<file path="src/rtl/note_player.sv">
`default_nettype none
// ============================================================================
// Module   : note_player
// Purpose  : Holds a note for a number of beats (BEAT_DIV clocks each), emits a
//            beat strobe and a single note_done so the song reader advances.
// Revision : 1.0 - initial release
// ============================================================================
module note_player #(
  parameter int BEAT_DIV  = 1000,
  parameter int CNT_WIDTH = 10
) (
  input  logic       clk,
  input  logic       reset,
  input  logic       play,
  input  logic       new_note,
  input  logic [5:0] note,
  input  logic [5:0] duration,
  output logic       note_done,
  output logic [5:0] active_note,
  output logic       note_active,
  output logic       beat
);

  typedef enum logic [1:0] {
    S_IDLE    = 2'd0,
    S_PLAYING = 2'd1,
    S_DONE    = 2'd2
  } state_t;

  localparam logic [CNT_WIDTH-1:0] CNT_LAST = CNT_WIDTH'(BEAT_DIV - 1);
  localparam logic [CNT_WIDTH-1:0] CNT_ONE  = CNT_WIDTH'(1);

  state_t               state_q;
  logic [CNT_WIDTH-1:0] cnt_q;
  logic [CNT_WIDTH-1:0] cnt_d;
  logic [5:0]           rem_q;
  logic [5:0]           rem_d;
  logic [5:0]           active_note_q;
  logic                 note_active_q;
  logic                 beat_q;
  logic                 beat_tick;
  logic                 last_beat;

  assign beat_tick = (cnt_q == CNT_LAST);
  assign last_beat = beat_tick && (rem_q <= 6'd1);
  assign cnt_d     = beat_tick ? '0 : (cnt_q + CNT_ONE);
  // Saturate so the beat count can never wrap past zero.
  assign rem_d     = (beat_tick && (rem_q != 6'd0)) ? (rem_q - 6'd1) : rem_q;

  always_ff @(posedge clk or posedge reset) begin
    if (reset) begin
      state_q       <= S_IDLE;
      cnt_q         <= '0;
      rem_q         <= 6'd0;
      active_note_q <= 6'd0;
      note_active_q <= 1'b0;
      beat_q        <= 1'b0;
    end else if (play) begin
      beat_q <= 1'b0;
      if (new_note) begin
        // A load wins in every state, including preemption of a playing note.
        active_note_q <= note;
        rem_q         <= duration;
        cnt_q         <= '0;
        if (duration != 6'd0) begin
          state_q       <= S_PLAYING;
          note_active_q <= (note != 6'd0);
        end else begin
          state_q       <= S_DONE;
          note_active_q <= 1'b0;
        end
      end else begin
        unique case (state_q)
          S_IDLE: begin
            active_note_q <= 6'd0;
            note_active_q <= 1'b0;
          end
          S_PLAYING: begin
            cnt_q  <= cnt_d;
            rem_q  <= rem_d;
            beat_q <= beat_tick;
            if (last_beat) begin
              state_q       <= S_DONE;
              note_active_q <= 1'b0;
            end
          end
          S_DONE: begin
            state_q       <= S_IDLE;
            active_note_q <= 6'd0;
            note_active_q <= 1'b0;
          end
          default: begin
            state_q       <= S_IDLE;
            cnt_q         <= '0;
            rem_q         <= 6'd0;
            active_note_q <= 6'd0;
            note_active_q <= 1'b0;
          end
        endcase
      end
    end
  end

  // Qualified by play so a paused DONE cannot emit more than one pulse.
  assign note_done   = (state_q == S_DONE) && play;
  assign active_note = active_note_q;
  assign note_active = note_active_q;
  assign beat        = beat_q;

endmodule
`default_nettype wire

</file>
<file path="config.mk">
export PLATFORM = sky130hd
export DESIGN_NAME = note_player
export DESIGN_NICKNAME = d
export VERILOG_FILES = /design/src/rtl/note_player.sv
export SDC_FILE = /design/constraint.sdc
export NUM_CORES = 1
export LEC_CHECK = 0
export CORE_ASPECT_RATIO = 2
export CORE_MARGIN = 2
export CORE_UTILIZATION = 30
export DETAILED_ROUTE_END_ITERATION = 10
export MAX_ROUTING_LAYER = met4
export SYNTH_ARGS = -nofsm -noshare
export SYNTH_HDL_FRONTEND = slang
export SYNTH_SLANG_ARGS = --single-unit
</file>
<file path="constraint.sdc">
create_clock -name clk -period 3.2 [get_ports clk]
set_clock_uncertainty 0.2 [all_clocks]
set_input_delay 0.64 -clock clk [delete_from_list [all_inputs] [get_ports clk]]
set_output_delay 0.64 -clock clk [all_outputs]
set_load 0.02 [all_outputs]
</file>
==> results of run 1 <==
==> metal layers <==
metal	up-vias	share of wire, %	GRT usage (%)
met1	639	38	15.93
met2	23	56	26.63
met4	0	3.4	9.467
li1	604	-	-
met5	-	0	-
met3	10	2.1	1.316
==> path summary, 6_finish.rpt <==
kind                                 startpoint                endpoint  slack [ns]  cells after the start
max                                        play               note_done        0.43                      4
min                            beat$_DFFE_PP0P_        beat$_DFFE_PP0P_        0.31                      2
max reg2reg                cnt_q[0]$_DFFE_PP0P_  state_q[0]$_DFFE_PP0P_        0.99                      5
min reg2reg                    beat$_DFFE_PP0P_        beat$_DFFE_PP0P_        0.31                      2
max in group asynchronous                 reset    cnt_q[6]$_DFFE_PP0P_        2.05                      3
min in group asynchronous                 reset    rem_q[0]$_DFFE_PP0P_        0.49                      3
==> cell families after synthesis <==
kind of cell / Yosys count / share of synthesized area, %
and+or+nand+nor: 59 / 22.56
AOI/OAI and AO/OA: 40 / 20.91
DFF: 26 / 45.30
buffers and inverters: 10 / 2.787
xor gates and xnor gates: 6 / 3.659
muxes: 3 / 2.178
adders and majority gates: 3 / 2.614
==> cell usage after synthesis (all sizes together) (4+ instances only) <==
cell | count | share of area, %
dfrtp | 26 | 45
nor4 | 4 | 1.7
a22o | 6 | 3.7
nor3b | 4 | 3.2
nand3 | 5 | 2.1
o21ai | 9 | 3.1
inv | 6 | 1.6
nand2 | 16 | 4.4
nor2 | 14 | 3.7
xnor2 | 4 | 2.4
a21oi | 7 | 2.7
nand4 | 5 | 2.2
==> worst max-delay path: stages <==
cell and delay, ns:
clkdlybuf4s50_1 0.49, nand2_1 0.06, nor2_1 0.12, clkdlybuf4s50_1 0.63
==> through the flow <==
step                power (mW)  util, %
floorplan               0.5250        -
global placement        0.6082    38.23
detailed placement      0.6129    38.23
CTS                     0.8317    39.43
global route            0.8724    39.43
finish                  0.8285    39.43
==> cell type report <==
cell class / instances / area (sq um)
inverter: 6 / 22.52
clock buffer: 4 / 55.05
sequential: 26 / 650.6
tap: 55 / 68.82
timing repair buffer: 28 / 270.3
multi-input combinational: 111 / 745.7
fill: 473 / 2785
==> sequential cells by signal (all words and copies together), names as in the netlist <==
register,cells
active_note,6
state_q,2
note_active,1
beat,1
cnt_q,10
rem_q,6
==> power breakdown <==
part           leakage [nW]  switching [mW]  internal, mW
logic                 0.372           0.119        0.0941
registers             0.344          0.0311         0.362
clock network        0.0288           0.112         0.110
==> impl_metrics.ini, run 1 <==
[detailed_routing]
avgViaCountPerCell = 5.548
drtIter0Drc = 30
wire_per_inst_um = 15.62
routed_wl_um = 3593
firstDrtPassIters = 4
vias = 1276
drc = 0
route.antenna.remaining_nets = 0

[floorplanning]
die_w_um = 52.93
start_util_pct = 31.24
die_y_um = 101.9
ios = 25
die_area_sq_mm = 0.005391
rows = 35
fp.coreArea_sq_mm = 0.004598

[clock_tree]
cts.sinks = 26
cts-root-buf = clkbuf_8
cts_made_buffers = 3
clk_latency_ns = 0.28
cts_resized = 0
ctsHtreeMaxLevel = 1
cts_setup_buffers = 0
path_clk_slew_ns = 0.09
hold_buffers = 0
clockBufferDepth = 2
cts_tree = done

[worst_setup_path]
critPathKind = in -> out
required_ns = 2.36
crit_arrival_ns = 1.93
critPathLaunchType = input port
crit_path_max_fanout = 2
critPathCaptureType = primary output

[cells_and_area]
final_common_cell = dfrtp_1
drive_gt1_share_pct = 10.86
fin_cells = 230
mostFrequentLayoutCells = 26 x dfrtp_1, 24 x clkdlybuf4s50_1, 15 x nand2_1
antenna_cells = 0
finalInstanceArea_sq_mm = 0.001813
fin_nets = 195
area_growth_pct = 26.22

[synth]
synth_warnings = 0
syn_area_per_cell_sq_um = 9.771
synth_cells = 147
synth_seq_cells = 26
syn_nets = 166
synth_edf_count = 0
seq_area_frac_synth_pct = 45.30
syn_area_sq_mm = 0.001436
synthArstFlopShare_pct = 100.0
ys_types = 45
yosys_most_used_dff = dfrtp_1

[timing]
postLayoutSetupSlackWorst_ns = 0.4283
min_period_ns = 2.772
tightest_slew_ns = 0.5954
report.final.slew_viol_count = 0
setup_viol = 0
fin_crit_sh_pct = 86.62
tns_ns = 0
fmax_mhz = 360.8
whs_ns = 0.3057
hold_viol_final = 0
max_slew_margin_pct = 60.13
rsz0062_at_grt = false

[status]
status = finished, final reports clean

[hold_path]
hold_class = reg -> reg

[power_and_ir_drop]
vdd_drop_max_mv = 0.2605
power_density_mw_per_mm2 = 457.0
p_leak_nw = 0.7441

[run]
maxCapViolCount = 0

[global_routing]
grt_pass1_wl_um = 5982
grt_pass1_vias = 1305
grt_use_total_pct = 15.28
grt_max_degree = 27
grt-ovfl-total = 0
antenna_found_initial = 0

[place]
hpwlAfterDp_um = 2756
placed_cell_area_sq_mm = 0.001758
dpl.cell_count = 226
port-buffer-count = 24
post-place-ws_ns = 0.3901
place_congestion = 0.8197
Power figures use the tool's default switching activity.
==> run 2, diff against run 1 <==
--- a/config.mk
+++ b/config.mk
@@ -10,6 +10,7 @@
 export CORE_UTILIZATION = 30
 export DETAILED_ROUTE_END_ITERATION = 10
 export MAX_ROUTING_LAYER = met4
+export SETUP_SLACK_MARGIN = 0.5
 export SYNTH_ARGS = -nofsm -noshare
 export SYNTH_HDL_FRONTEND = slang
 export SYNTH_SLANG_ARGS = --single-unit
==> run 2 against run 1 <==
Fmax grew 9.1%. Clock-buffer cell count is the same. First-iteration DRC count did not move. Design area is essentially flat. Worst hold slack unchanged. Setup slack better by 0.23 ns. Clock power about the same. Sequential share of layout area hardly changed. Critical path depth is 1 higher. Global-route usage unchanged. Wire length unchanged.
==> impl_metrics.ini, run 2 (synthesized netlist as in run 1, its figures left out) <==
[floorplanning]
rows = 35
ios = 25
start_util_pct = 31.24
fp.coreArea_sq_mm = 0.004598
die_y_um = 101.9
die_w_um = 52.93
die_area_sq_mm = 0.005391

[cells_and_area]
mostFrequentLayoutCells = 26 x dfrtp_1, 23 x clkdlybuf4s50_1, 15 x nand2_1
multi_input_area_sq_um = 745.7
fin_nets = 195
area_growth_pct = 26.13
largest_reg_flops = 10
largest-register = cnt_q
utilization_pct = 39.40
nFillCells = 473
final_common_cell = dfrtp_1
antenna_cells = 0
seq_area_sq_um = 650.6
drive_gt1_share_pct = 10.86
fin_cells = 230

[timing]
max_slew_margin_pct = 60.13
report.final.slew_viol_count = 0
hold_viol_final = 0
fin_crit_sh_pct = 79.39
tightest_slew_ns = 0.5954
whs_ns = 0.3057
rsz0062_at_grt = false
min_period_ns = 2.541
tns_ns = 0
setup_viol = 0
fmax_mhz = 393.6

[clock_tree]
cts_tree = done
cts_made_buffers = 3
cts_setup_buffers = 0
cts.sinks = 26
cts-root-buf = clkbuf_8
hold_buffers = 0
cts_resized = 1
path_clk_slew_ns = 0.09
ctsHtreeMaxLevel = 1
clk_latency_ns = 0.28
clockBufferDepth = 2

[worst_setup_path]
critPathKind = in -> reg
crit_path_start = new_note
r2r_start = cnt_q[0]$_DFFE_PP0P_
crit_path_max_fanout = 14
critPathLaunchType = input port
critPathCaptureType = register
crit_arrival_ns = 2.51
required_ns = 3.17

[power_and_ir_drop]
power_density_mw_per_mm2 = 456.9
p_leak_nw = 0.7483
vdd_drop_max_mv = 0.2604

[detailed_routing]
routed_wl_um = 3593
avgViaCountPerCell = 5.548
route.antenna.remaining_nets = 0
drc = 0
drtIter0Drc = 30
wire_per_inst_um = 15.62
vias = 1276
firstDrtPassIters = 4

[hold_path]
min_from = beat$_DFFE_PP0P_
hold_class = reg -> reg

[place]
dpl.cell_count = 226
place_congestion = 0.8197
port-buffer-count = 24
hpwlAfterDp_um = 2756

[global_routing]
grt_max_degree = 27
grt_use_total_pct = 15.28
grt_pass1_wl_um = 5982
grt-ovfl-total = 0
antenna_found_initial = 0
grt_pass1_vias = 1305

[run]
maxCapViolCount = 0

[status]
status = finished, final reports clean
run 2: changes by cell type in the layout (fill, tap and decap cells not counted):
cell             change
clkdlybuf4s50_1      -1
dlygate4sd2_1        +1
run 2: worst max-delay path, stage by stage:
cell             delay, ns
clkdlybuf4s50_1       0.74
o21ai_0               0.15
buf_4                 0.20
or4_1                 0.52
a32o_1                0.26
run 2: report_power, final:
part,total [mW],internal [mW],switching (mW)
Sequential,0.393,0.362,0.0311
Combinational,0.212,0.0935,0.119
Clock,0.223,0.110,0.112
run 2: final cells by class:
cell class | instances | area share (%)
Clock buffer | 4 | 3.039
Multi-Input combinational cell | 111 | 41.16
Tap cell | 55 | 3.798
Sequential cell | 26 | 35.91
Timing Repair Buffer | 28 | 14.85
Inverter | 6 | 1.243
run 2: routing by layer:
metal | GRT usage, % | up-vias | wire length [um]
li1 | - | 604 | -
met1 | 15.93 | 639 | 1371
met2 | 26.63 | 23 | 2025
met3 | 1.316 | 10 | 75
met4 | 9.467 | 0 | 121
met5 | - | - | 0
run 2: worst paths after layout:
| check | end | slack [ns] | cells after the start |
|---|---|---|---|
| hold / removal | beat$_DFFE_PP0P_ | 0.31 | 2 |
| setup reg to reg | state_q[0]$_DFFE_PP0P_ | 0.99 | 5 |
| hold reg to reg | beat$_DFFE_PP0P_ | 0.31 | 2 |
| min in group asynchronous | rem_q[0]$_DFFE_PP0P_ | 0.49 | 3 |
| max in group asynchronous | cnt_q[6]$_DFFE_PP0P_ | 2.05 | 3 |
| setup / recovery | rem_q[4]$_DFFE_PP0P_ | 0.66 | 5 |
run 2: per-stage QoR:
stage          area (sq um)  total power [mW]  setup slack [ns]
2_1_floorplan          1436            0.5250             1.150
3_3_place_gp           1758            0.6082            0.4126
3_5_place_dp           1758            0.6129            0.3901
4_1_cts                1812            0.8310            0.6919
5_1_grt                1812            0.8717            0.5532
6_report               1812            0.8277            0.6595
